**src/rtl/axi_rd_arbiter2_if.sv**
```systemverilog
// rtl/axi_rd_arbiter2_if.sv - AR/R bus bundle for the two-requester read arbiter
interface axi_rd_arbiter2_if #(
  parameter int ADDR_W = 32,
  parameter int DATA_W = 32
);
  logic [ADDR_W-1:0] s0_araddr, s1_araddr, m_araddr;
  logic [7:0]        s0_arlen,  s1_arlen,  m_arlen;
  logic [2:0]        s0_arsize, s1_arsize, m_arsize;
  logic [1:0]        s0_arburst, s1_arburst, m_arburst;
  logic              s0_arvalid, s1_arvalid, m_arvalid;
  logic              s0_arready, s1_arready, m_arready;
  logic [DATA_W-1:0] s0_rdata, s1_rdata, m_rdata;
  logic [1:0]        s0_rresp, s1_rresp, m_rresp;
  logic              s0_rlast, s1_rlast, m_rlast;
  logic              s0_rvalid, s1_rvalid, m_rvalid;
  logic              s0_rready, s1_rready, m_rready;

  // arbiter side: serves the two requesters, drives the shared downstream port
  modport slave (
    input  s0_araddr, s0_arlen, s0_arsize, s0_arburst, s0_arvalid, s0_rready,
    input  s1_araddr, s1_arlen, s1_arsize, s1_arburst, s1_arvalid, s1_rready,
    output s0_arready, s0_rdata, s0_rresp, s0_rlast, s0_rvalid,
    output s1_arready, s1_rdata, s1_rresp, s1_rlast, s1_rvalid,
    output m_araddr, m_arlen, m_arsize, m_arburst, m_arvalid, m_rready,
    input  m_arready, m_rdata, m_rresp, m_rlast, m_rvalid
  );

  modport master (
    output s0_araddr, s0_arlen, s0_arsize, s0_arburst, s0_arvalid, s0_rready,
    output s1_araddr, s1_arlen, s1_arsize, s1_arburst, s1_arvalid, s1_rready,
    input  s0_arready, s0_rdata, s0_rresp, s0_rlast, s0_rvalid,
    input  s1_arready, s1_rdata, s1_rresp, s1_rlast, s1_rvalid,
    input  m_araddr, m_arlen, m_arsize, m_arburst, m_arvalid, m_rready,
    output m_arready, m_rdata, m_rresp, m_rlast, m_rvalid
  );
endinterface

```
**src/rtl/axi_rd_arbiter2.sv**
```systemverilog
// rtl/axi_rd_arbiter2.sv - two-requester AXI read arbiter, one outstanding burst at a time
module axi_rd_arbiter2 #(
  parameter int ADDR_W = 32,
  parameter int DATA_W = 32,
  parameter bit RR     = 1'b1
) (
  input  logic             clk,
  input  logic             reset,
  axi_rd_arbiter2_if.slave bus,
  output logic             grant,
  output logic             busy,
  output logic             protocol_err
);
  typedef enum logic [1:0] {IDLE, ADDR, DATA} state_t;

  state_t            r_state, w_next;
  logic              r_grant, r_last_grant, r_err;
  logic [7:0]        r_beat_cnt, r_len;
  logic              w_any_req, w_pick, w_ar_hs, w_r_hs;
  logic [ADDR_W-1:0] w_araddr;
  logic [DATA_W-1:0] w_rdata;

  assign w_any_req    = bus.s0_arvalid | bus.s1_arvalid;
  assign w_rdata      = bus.m_rdata;
  assign grant        = r_grant;
  assign busy         = (r_state != IDLE);
  assign protocol_err = r_err;

  always_comb begin
    if (bus.s0_arvalid && bus.s1_arvalid) w_pick = RR ? ~r_last_grant : 1'b0;
    else                                  w_pick = bus.s1_arvalid;
  end

  always_ff @(posedge clk or negedge reset) begin
    if (!reset) r_state <= IDLE;
    else        r_state <= w_next;
  end

  always_comb begin
    w_next         = r_state;
    w_ar_hs        = 1'b0;
    w_r_hs         = 1'b0;
    w_araddr       = '0;
    bus.m_arlen    = '0;
    bus.m_arsize   = '0;
    bus.m_arburst  = '0;
    bus.m_arvalid  = 1'b0;
    bus.m_rready   = 1'b0;
    bus.s0_arready = 1'b0;
    bus.s1_arready = 1'b0;
    bus.s0_rdata   = '0;
    bus.s0_rresp   = '0;
    bus.s0_rlast   = 1'b0;
    bus.s0_rvalid  = 1'b0;
    bus.s1_rdata   = '0;
    bus.s1_rresp   = '0;
    bus.s1_rlast   = 1'b0;
    bus.s1_rvalid  = 1'b0;
    case (r_state)
      IDLE: if (w_any_req) w_next = ADDR;
      ADDR: begin
        // arvalid comes only from the requester, so m_arready never loops back into it
        if (r_grant) begin
          w_araddr      = bus.s1_araddr;
          bus.m_arlen   = bus.s1_arlen;
          bus.m_arsize  = bus.s1_arsize;
          bus.m_arburst = bus.s1_arburst;
          bus.m_arvalid = bus.s1_arvalid;
        end else begin
          w_araddr      = bus.s0_araddr;
          bus.m_arlen   = bus.s0_arlen;
          bus.m_arsize  = bus.s0_arsize;
          bus.m_arburst = bus.s0_arburst;
          bus.m_arvalid = bus.s0_arvalid;
        end
        bus.s0_arready = !r_grant && bus.m_arready;
        bus.s1_arready = r_grant && bus.m_arready;
        w_ar_hs        = bus.m_arvalid && bus.m_arready;
        if (w_ar_hs) w_next = DATA;
      end
      DATA: begin
        if (r_grant) begin
          bus.s1_rdata  = w_rdata;
          bus.s1_rresp  = bus.m_rresp;
          bus.s1_rlast  = bus.m_rlast;
          bus.s1_rvalid = bus.m_rvalid;
          bus.m_rready  = bus.s1_rready;
        end else begin
          bus.s0_rdata  = w_rdata;
          bus.s0_rresp  = bus.m_rresp;
          bus.s0_rlast  = bus.m_rlast;
          bus.s0_rvalid = bus.m_rvalid;
          bus.m_rready  = bus.s0_rready;
        end
        w_r_hs = bus.m_rvalid && bus.m_rready;
        if (w_r_hs && bus.m_rlast) w_next = IDLE;
      end
      default: w_next = IDLE;
    endcase
  end

  assign bus.m_araddr = w_araddr;

  always_ff @(posedge clk or negedge reset) begin
    if (!reset) begin
      r_grant      <= 1'b0;
      r_last_grant <= 1'b1;
      r_beat_cnt   <= '0;
      r_len        <= '0;
      r_err        <= 1'b0;
    end else begin
      if (r_state == IDLE && w_any_req) r_grant <= w_pick;
      if (w_ar_hs) begin
        r_len      <= bus.m_arlen;
        r_beat_cnt <= '0;
      end
      if (w_r_hs) begin
        r_beat_cnt <= r_beat_cnt + 8'd1;
        // rlast must land exactly on beat arlen; a missing rlast keeps the grant until it shows
        if (bus.m_rlast) begin
          r_last_grant <= r_grant;
          if (r_beat_cnt != r_len) r_err <= 1'b1;
        end else if (r_beat_cnt == r_len) begin
          r_err <= 1'b1;
        end
      end
    end
  end
endmodule

```
**src/flat_wrapper.sv**
```systemverilog
// flat-port wrapper written by rule: the top's interface ports become plain ports
module axi_rd_arbiter2_flat 
#(
  parameter int ADDR_W = 32,
  parameter int DATA_W = 32,
  parameter bit RR     = 1'b1
)
  (clk, reset, grant, busy, protocol_err, bus_s0_araddr, bus_s0_arlen, bus_s0_arsize, bus_s0_arburst, bus_s0_arvalid, bus_s0_rready, bus_s1_araddr, bus_s1_arlen, bus_s1_arsize, bus_s1_arburst, bus_s1_arvalid, bus_s1_rready, bus_s0_arready, bus_s0_rdata, bus_s0_rresp, bus_s0_rlast, bus_s0_rvalid, bus_s1_arready, bus_s1_rdata, bus_s1_rresp, bus_s1_rlast, bus_s1_rvalid, bus_m_araddr, bus_m_arlen, bus_m_arsize, bus_m_arburst, bus_m_arvalid, bus_m_rready, bus_m_arready, bus_m_rdata, bus_m_rresp, bus_m_rlast, bus_m_rvalid);
  axi_rd_arbiter2_if #(.ADDR_W(ADDR_W), .DATA_W(DATA_W)) bus_i ();
  input  logic clk;
  input  logic reset;
  output logic grant;
  output logic busy;
  output logic protocol_err;
  input wire logic [$bits(bus_i.s0_araddr)-1:0] bus_s0_araddr;
  input wire logic [$bits(bus_i.s0_arlen)-1:0] bus_s0_arlen;
  input wire logic [$bits(bus_i.s0_arsize)-1:0] bus_s0_arsize;
  input wire logic [$bits(bus_i.s0_arburst)-1:0] bus_s0_arburst;
  input wire logic [$bits(bus_i.s0_arvalid)-1:0] bus_s0_arvalid;
  input wire logic [$bits(bus_i.s0_rready)-1:0] bus_s0_rready;
  input wire logic [$bits(bus_i.s1_araddr)-1:0] bus_s1_araddr;
  input wire logic [$bits(bus_i.s1_arlen)-1:0] bus_s1_arlen;
  input wire logic [$bits(bus_i.s1_arsize)-1:0] bus_s1_arsize;
  input wire logic [$bits(bus_i.s1_arburst)-1:0] bus_s1_arburst;
  input wire logic [$bits(bus_i.s1_arvalid)-1:0] bus_s1_arvalid;
  input wire logic [$bits(bus_i.s1_rready)-1:0] bus_s1_rready;
  output wire logic [$bits(bus_i.s0_arready)-1:0] bus_s0_arready;
  output wire logic [$bits(bus_i.s0_rdata)-1:0] bus_s0_rdata;
  output wire logic [$bits(bus_i.s0_rresp)-1:0] bus_s0_rresp;
  output wire logic [$bits(bus_i.s0_rlast)-1:0] bus_s0_rlast;
  output wire logic [$bits(bus_i.s0_rvalid)-1:0] bus_s0_rvalid;
  output wire logic [$bits(bus_i.s1_arready)-1:0] bus_s1_arready;
  output wire logic [$bits(bus_i.s1_rdata)-1:0] bus_s1_rdata;
  output wire logic [$bits(bus_i.s1_rresp)-1:0] bus_s1_rresp;
  output wire logic [$bits(bus_i.s1_rlast)-1:0] bus_s1_rlast;
  output wire logic [$bits(bus_i.s1_rvalid)-1:0] bus_s1_rvalid;
  output wire logic [$bits(bus_i.m_araddr)-1:0] bus_m_araddr;
  output wire logic [$bits(bus_i.m_arlen)-1:0] bus_m_arlen;
  output wire logic [$bits(bus_i.m_arsize)-1:0] bus_m_arsize;
  output wire logic [$bits(bus_i.m_arburst)-1:0] bus_m_arburst;
  output wire logic [$bits(bus_i.m_arvalid)-1:0] bus_m_arvalid;
  output wire logic [$bits(bus_i.m_rready)-1:0] bus_m_rready;
  input wire logic [$bits(bus_i.m_arready)-1:0] bus_m_arready;
  input wire logic [$bits(bus_i.m_rdata)-1:0] bus_m_rdata;
  input wire logic [$bits(bus_i.m_rresp)-1:0] bus_m_rresp;
  input wire logic [$bits(bus_i.m_rlast)-1:0] bus_m_rlast;
  input wire logic [$bits(bus_i.m_rvalid)-1:0] bus_m_rvalid;
  assign bus_i.s0_araddr = bus_s0_araddr;
  assign bus_i.s0_arlen = bus_s0_arlen;
  assign bus_i.s0_arsize = bus_s0_arsize;
  assign bus_i.s0_arburst = bus_s0_arburst;
  assign bus_i.s0_arvalid = bus_s0_arvalid;
  assign bus_i.s0_rready = bus_s0_rready;
  assign bus_i.s1_araddr = bus_s1_araddr;
  assign bus_i.s1_arlen = bus_s1_arlen;
  assign bus_i.s1_arsize = bus_s1_arsize;
  assign bus_i.s1_arburst = bus_s1_arburst;
  assign bus_i.s1_arvalid = bus_s1_arvalid;
  assign bus_i.s1_rready = bus_s1_rready;
  assign bus_s0_arready = bus_i.s0_arready;
  assign bus_s0_rdata = bus_i.s0_rdata;
  assign bus_s0_rresp = bus_i.s0_rresp;
  assign bus_s0_rlast = bus_i.s0_rlast;
  assign bus_s0_rvalid = bus_i.s0_rvalid;
  assign bus_s1_arready = bus_i.s1_arready;
  assign bus_s1_rdata = bus_i.s1_rdata;
  assign bus_s1_rresp = bus_i.s1_rresp;
  assign bus_s1_rlast = bus_i.s1_rlast;
  assign bus_s1_rvalid = bus_i.s1_rvalid;
  assign bus_m_araddr = bus_i.m_araddr;
  assign bus_m_arlen = bus_i.m_arlen;
  assign bus_m_arsize = bus_i.m_arsize;
  assign bus_m_arburst = bus_i.m_arburst;
  assign bus_m_arvalid = bus_i.m_arvalid;
  assign bus_m_rready = bus_i.m_rready;
  assign bus_i.m_arready = bus_m_arready;
  assign bus_i.m_rdata = bus_m_rdata;
  assign bus_i.m_rresp = bus_m_rresp;
  assign bus_i.m_rlast = bus_m_rlast;
  assign bus_i.m_rvalid = bus_m_rvalid;
  axi_rd_arbiter2 #(.ADDR_W(ADDR_W), .DATA_W(DATA_W), .RR(RR)) u_core (.clk(clk), .reset(reset), .bus(bus_i), .grant(grant), .busy(busy), .protocol_err(protocol_err));
endmodule
```
**config.mk**
```make
export PLATFORM = sky130hd
export DESIGN_NAME = axi_rd_arbiter2_flat
export DESIGN_NICKNAME = d
export VERILOG_FILES = /design/src/rtl/axi_rd_arbiter2_if.sv /design/src/rtl/axi_rd_arbiter2.sv /design/src/flat_wrapper.sv
export SDC_FILE = /design/constraint.sdc
export NUM_CORES = 1
export LEC_CHECK = 0
export BUFFER_PORTS_ARGS = -buffer_cell sky130_fd_sc_hd__clkbuf_2
export CAP_MARGIN = 20
export CORE_AREA = 2 2 100 102
export CTS_CLUSTER_SIZE = 16
export DETAILED_ROUTE_END_ITERATION = 8
export DIE_AREA = 0 0 102 104
export SKIP_CTS_REPAIR_TIMING = 1
export SKIP_LAST_GASP = 1
export SLEW_MARGIN = 20
export SYNTH_ARGS = -nofsm -noshare
export SYNTH_HDL_FRONTEND = slang
export SYNTH_SLANG_ARGS = --single-unit
```
**constraint.sdc**
```tcl
create_clock -name clk -period 3.6 [get_ports clk]
set_clock_uncertainty 0.1 [all_clocks]
set_input_delay 0.54 -clock clk [delete_from_list [all_inputs] [get_ports clk]]
set_output_delay 0.54 -clock clk [all_outputs]
set_load 0.05 [all_outputs]
```
==> flow_summary.ini <==
[run_status]
status = complete, no violations

[floorplanning]
fp.coreArea_um2 = 9549
num_io_pins = 257
die-area_um2 = 10610
dieWidth_um = 102
fp-row-count = 36
initial_core_util = 0.2368
fp.dieH_um = 104

[yosys]
yosysWarnings = 0
synth_cell_types = 32
syn_avg_cell_area_um2 = 7.437
syn_area_um2 = 2261
synthTopCellsByArea = dfrtp_1, mux2i_1, and3_1, and2_1, nor2_1
yosysSeqAreaShare = 0.2330
synth_top_area_cell = dfrtp_1
yosysTopAreaCellShare = 0.2214
synth_nets = 438
synth_seq_cells = 21
netlist_instances = 304

[timing]
rsz0062_at_grt = no
period_share = 0.7939
layout_setup_ws_ns = 0.7418
worst_pin_slew_ns = 1.088
finalSetupViolations = 0
slew_headroom = 0.2746
max_clock_freq_ghz = 0.3499
setup_tns_ns = 0
maxSlewViolCount = 0
hold_viol_final = 0
hold_ws_ns = 0.1405
min_period_ns = 2.858

[clock_tree]
clkLatencyLatePin_ns = 0.26
cts-root-buf = clkbuf_8
cts_sinks = 21
clockBufferDepth = 2
htreeDepth = 1
cts.clk_slew.worst_paths_ns = 0.07
cts_tree = done
cts_buffers = 3

[place]
place_congestion = 0.8721
hpwlAfterDp_um = 7393
dpl.cell_count = 672
dp_slack_ns = 1.030
placed_cell_area_um2 = 3636
port_buffers = 256

[critical_path]
cp-end-kind = primary output
rr_startpoint = u_core.r_state[0]$_DFFE_PN0P_
cp_max_fo = 83
critPathArrivalTime_ns = 2.22
path_class = reg2out
r2r_cells = 4
rrSetupSlack_ns = 1.08
cp.required_ns = 2.96
reg2reg_to = u_core.protocol_err$_DFFE_PN0P_
crit_path_start_kind = register

[routing]
firstDrtPassIters = 4
vias = 2963
ant_nets = 0
drt_wl_total_um = 8770
vias_per_cell = 4.383
wl_per_cell_um = 12.97
drt_iter0_drc = 119
drc = 0

[grt]
grt_pass1_vias = 2736
grt_pass1_wl_um = 13830
antenna_found_initial = 0
grt_start_max_net_pins = 84
track_usage = 0.1597
grt_overflow_total = 0

[cells_and_area]
finalNonFillerCells = 676
antenna_cells = 0
area_growth_pct = 62.81
final_cell_mix = clkbuf_2, nor2_1, mux2i_1
layout_commonest_cell = clkbuf_2
stdcell_area_um2 = 3681
drive_above_1_share = 0.4972
final_util = 0.3855
nNetsFinal = 678

[pwr]
total_power_mw = 3.073
vdd_drop_max_mv = 0.5995
power_density_nw_per_um2 = 834.9
power_leakage_nw = 2.381

[flow_run]
cap_violations = 0

[min_path]
min_path_type = in2async
## where the power goes
part           total, mW  internal (mW)  switching [mW]
Sequential         0.513          0.308           0.205
Combinational       2.41          0.636            1.78
Clock              0.150         0.0787          0.0710
## per-layer routing
metal / vias up / track usage / share of wire / routed length, µm
li1: 1510 / - / - / -
met1: 1319 / 0.2115 / 0.44 / 3876
met2: 125 / 0.2763 / 0.49 / 4265
met3: 9 / 0.01747 / 0.059 / 517
met4: 0 / 0.03524 / 0.013 / 110
met5: - / 0 / 0 / 0
## cells in the mapped netlist (all sizes together)
| cell | count |
|---|---|
| clkbuf | 16 |
| nand2 | 33 |
| a311oi | 1 |
| dfrtp | 20 |
| dfstp | 1 |
| xor2 | 1 |
| o21ai | 3 |
| xnor2 | 8 |
| nor2 | 51 |
| a21oi | 2 |
| a31oi | 1 |
| nor3 | 2 |
| or4 | 1 |
| nand3 | 8 |
| and2b | 1 |
| o211ai | 2 |
| nand4 | 6 |
| or3 | 2 |
| buf | 8 |
| mux2i | 48 |
| inv | 2 |
| and3 | 40 |
| nand2b | 3 |
| ha | 1 |
| mux2 | 4 |
| nor2b | 1 |
| o31ai | 1 |
| and2 | 37 |
## cell families after synthesis
family          share of synthesized area
mux                                0.2341
fa+ha+maj                        0.005533
flops                              0.2330
buf+inv                           0.04815
compound gates                    0.02767
simple gates                       0.4167
xor+xnor                          0.03487
## flip-flops by register name, summed over array words and instances (netlist names)
name and flops:
u_core.grant 1, u_core.r_last_grant 1, u_core.r_len 8, u_core.r_beat_cnt 8
u_core.r_state 2, u_core.protocol_err 1
## worst max-delay path, cell delays in order (launching register included)
cell and delay [ns]:
dfrtp_4 1.03, buf_4 0.32, mux2i_1 0.20, nor2_1 0.06, clkbuf_2 0.26
## worst max path at each step
stage                                        start          endpoint  slack, ns
after floorplan           u_core.grant$_DFFE_PN0P_  bus_m_araddr[21]       0.82
final                     u_core.grant$_DFFE_PN0P_  bus_m_araddr[24]       0.74
after global placement    u_core.grant$_DFFE_PN0P_   bus_m_araddr[4]       1.07
after global routing      u_core.grant$_DFFE_PN0P_   bus_m_araddr[5]       0.59
after CTS                 u_core.grant$_DFFE_PN0P_  bus_m_araddr[24]       0.73
after detailed placement  u_core.grant$_DFFE_PN0P_  bus_m_araddr[24]       1.03
## final cells by class
type,count,area (µm²)
Clock buffer,4,45.04
Sequential cell,21,530.5
Multi-Input combinational cell,257,1628
Inverter,2,7.507
Timing Repair Buffer,259,1304
Tap cell,133,166.4
Fill cell,1045,5868
No activity file was read; power rests on OpenSTA's default activity.
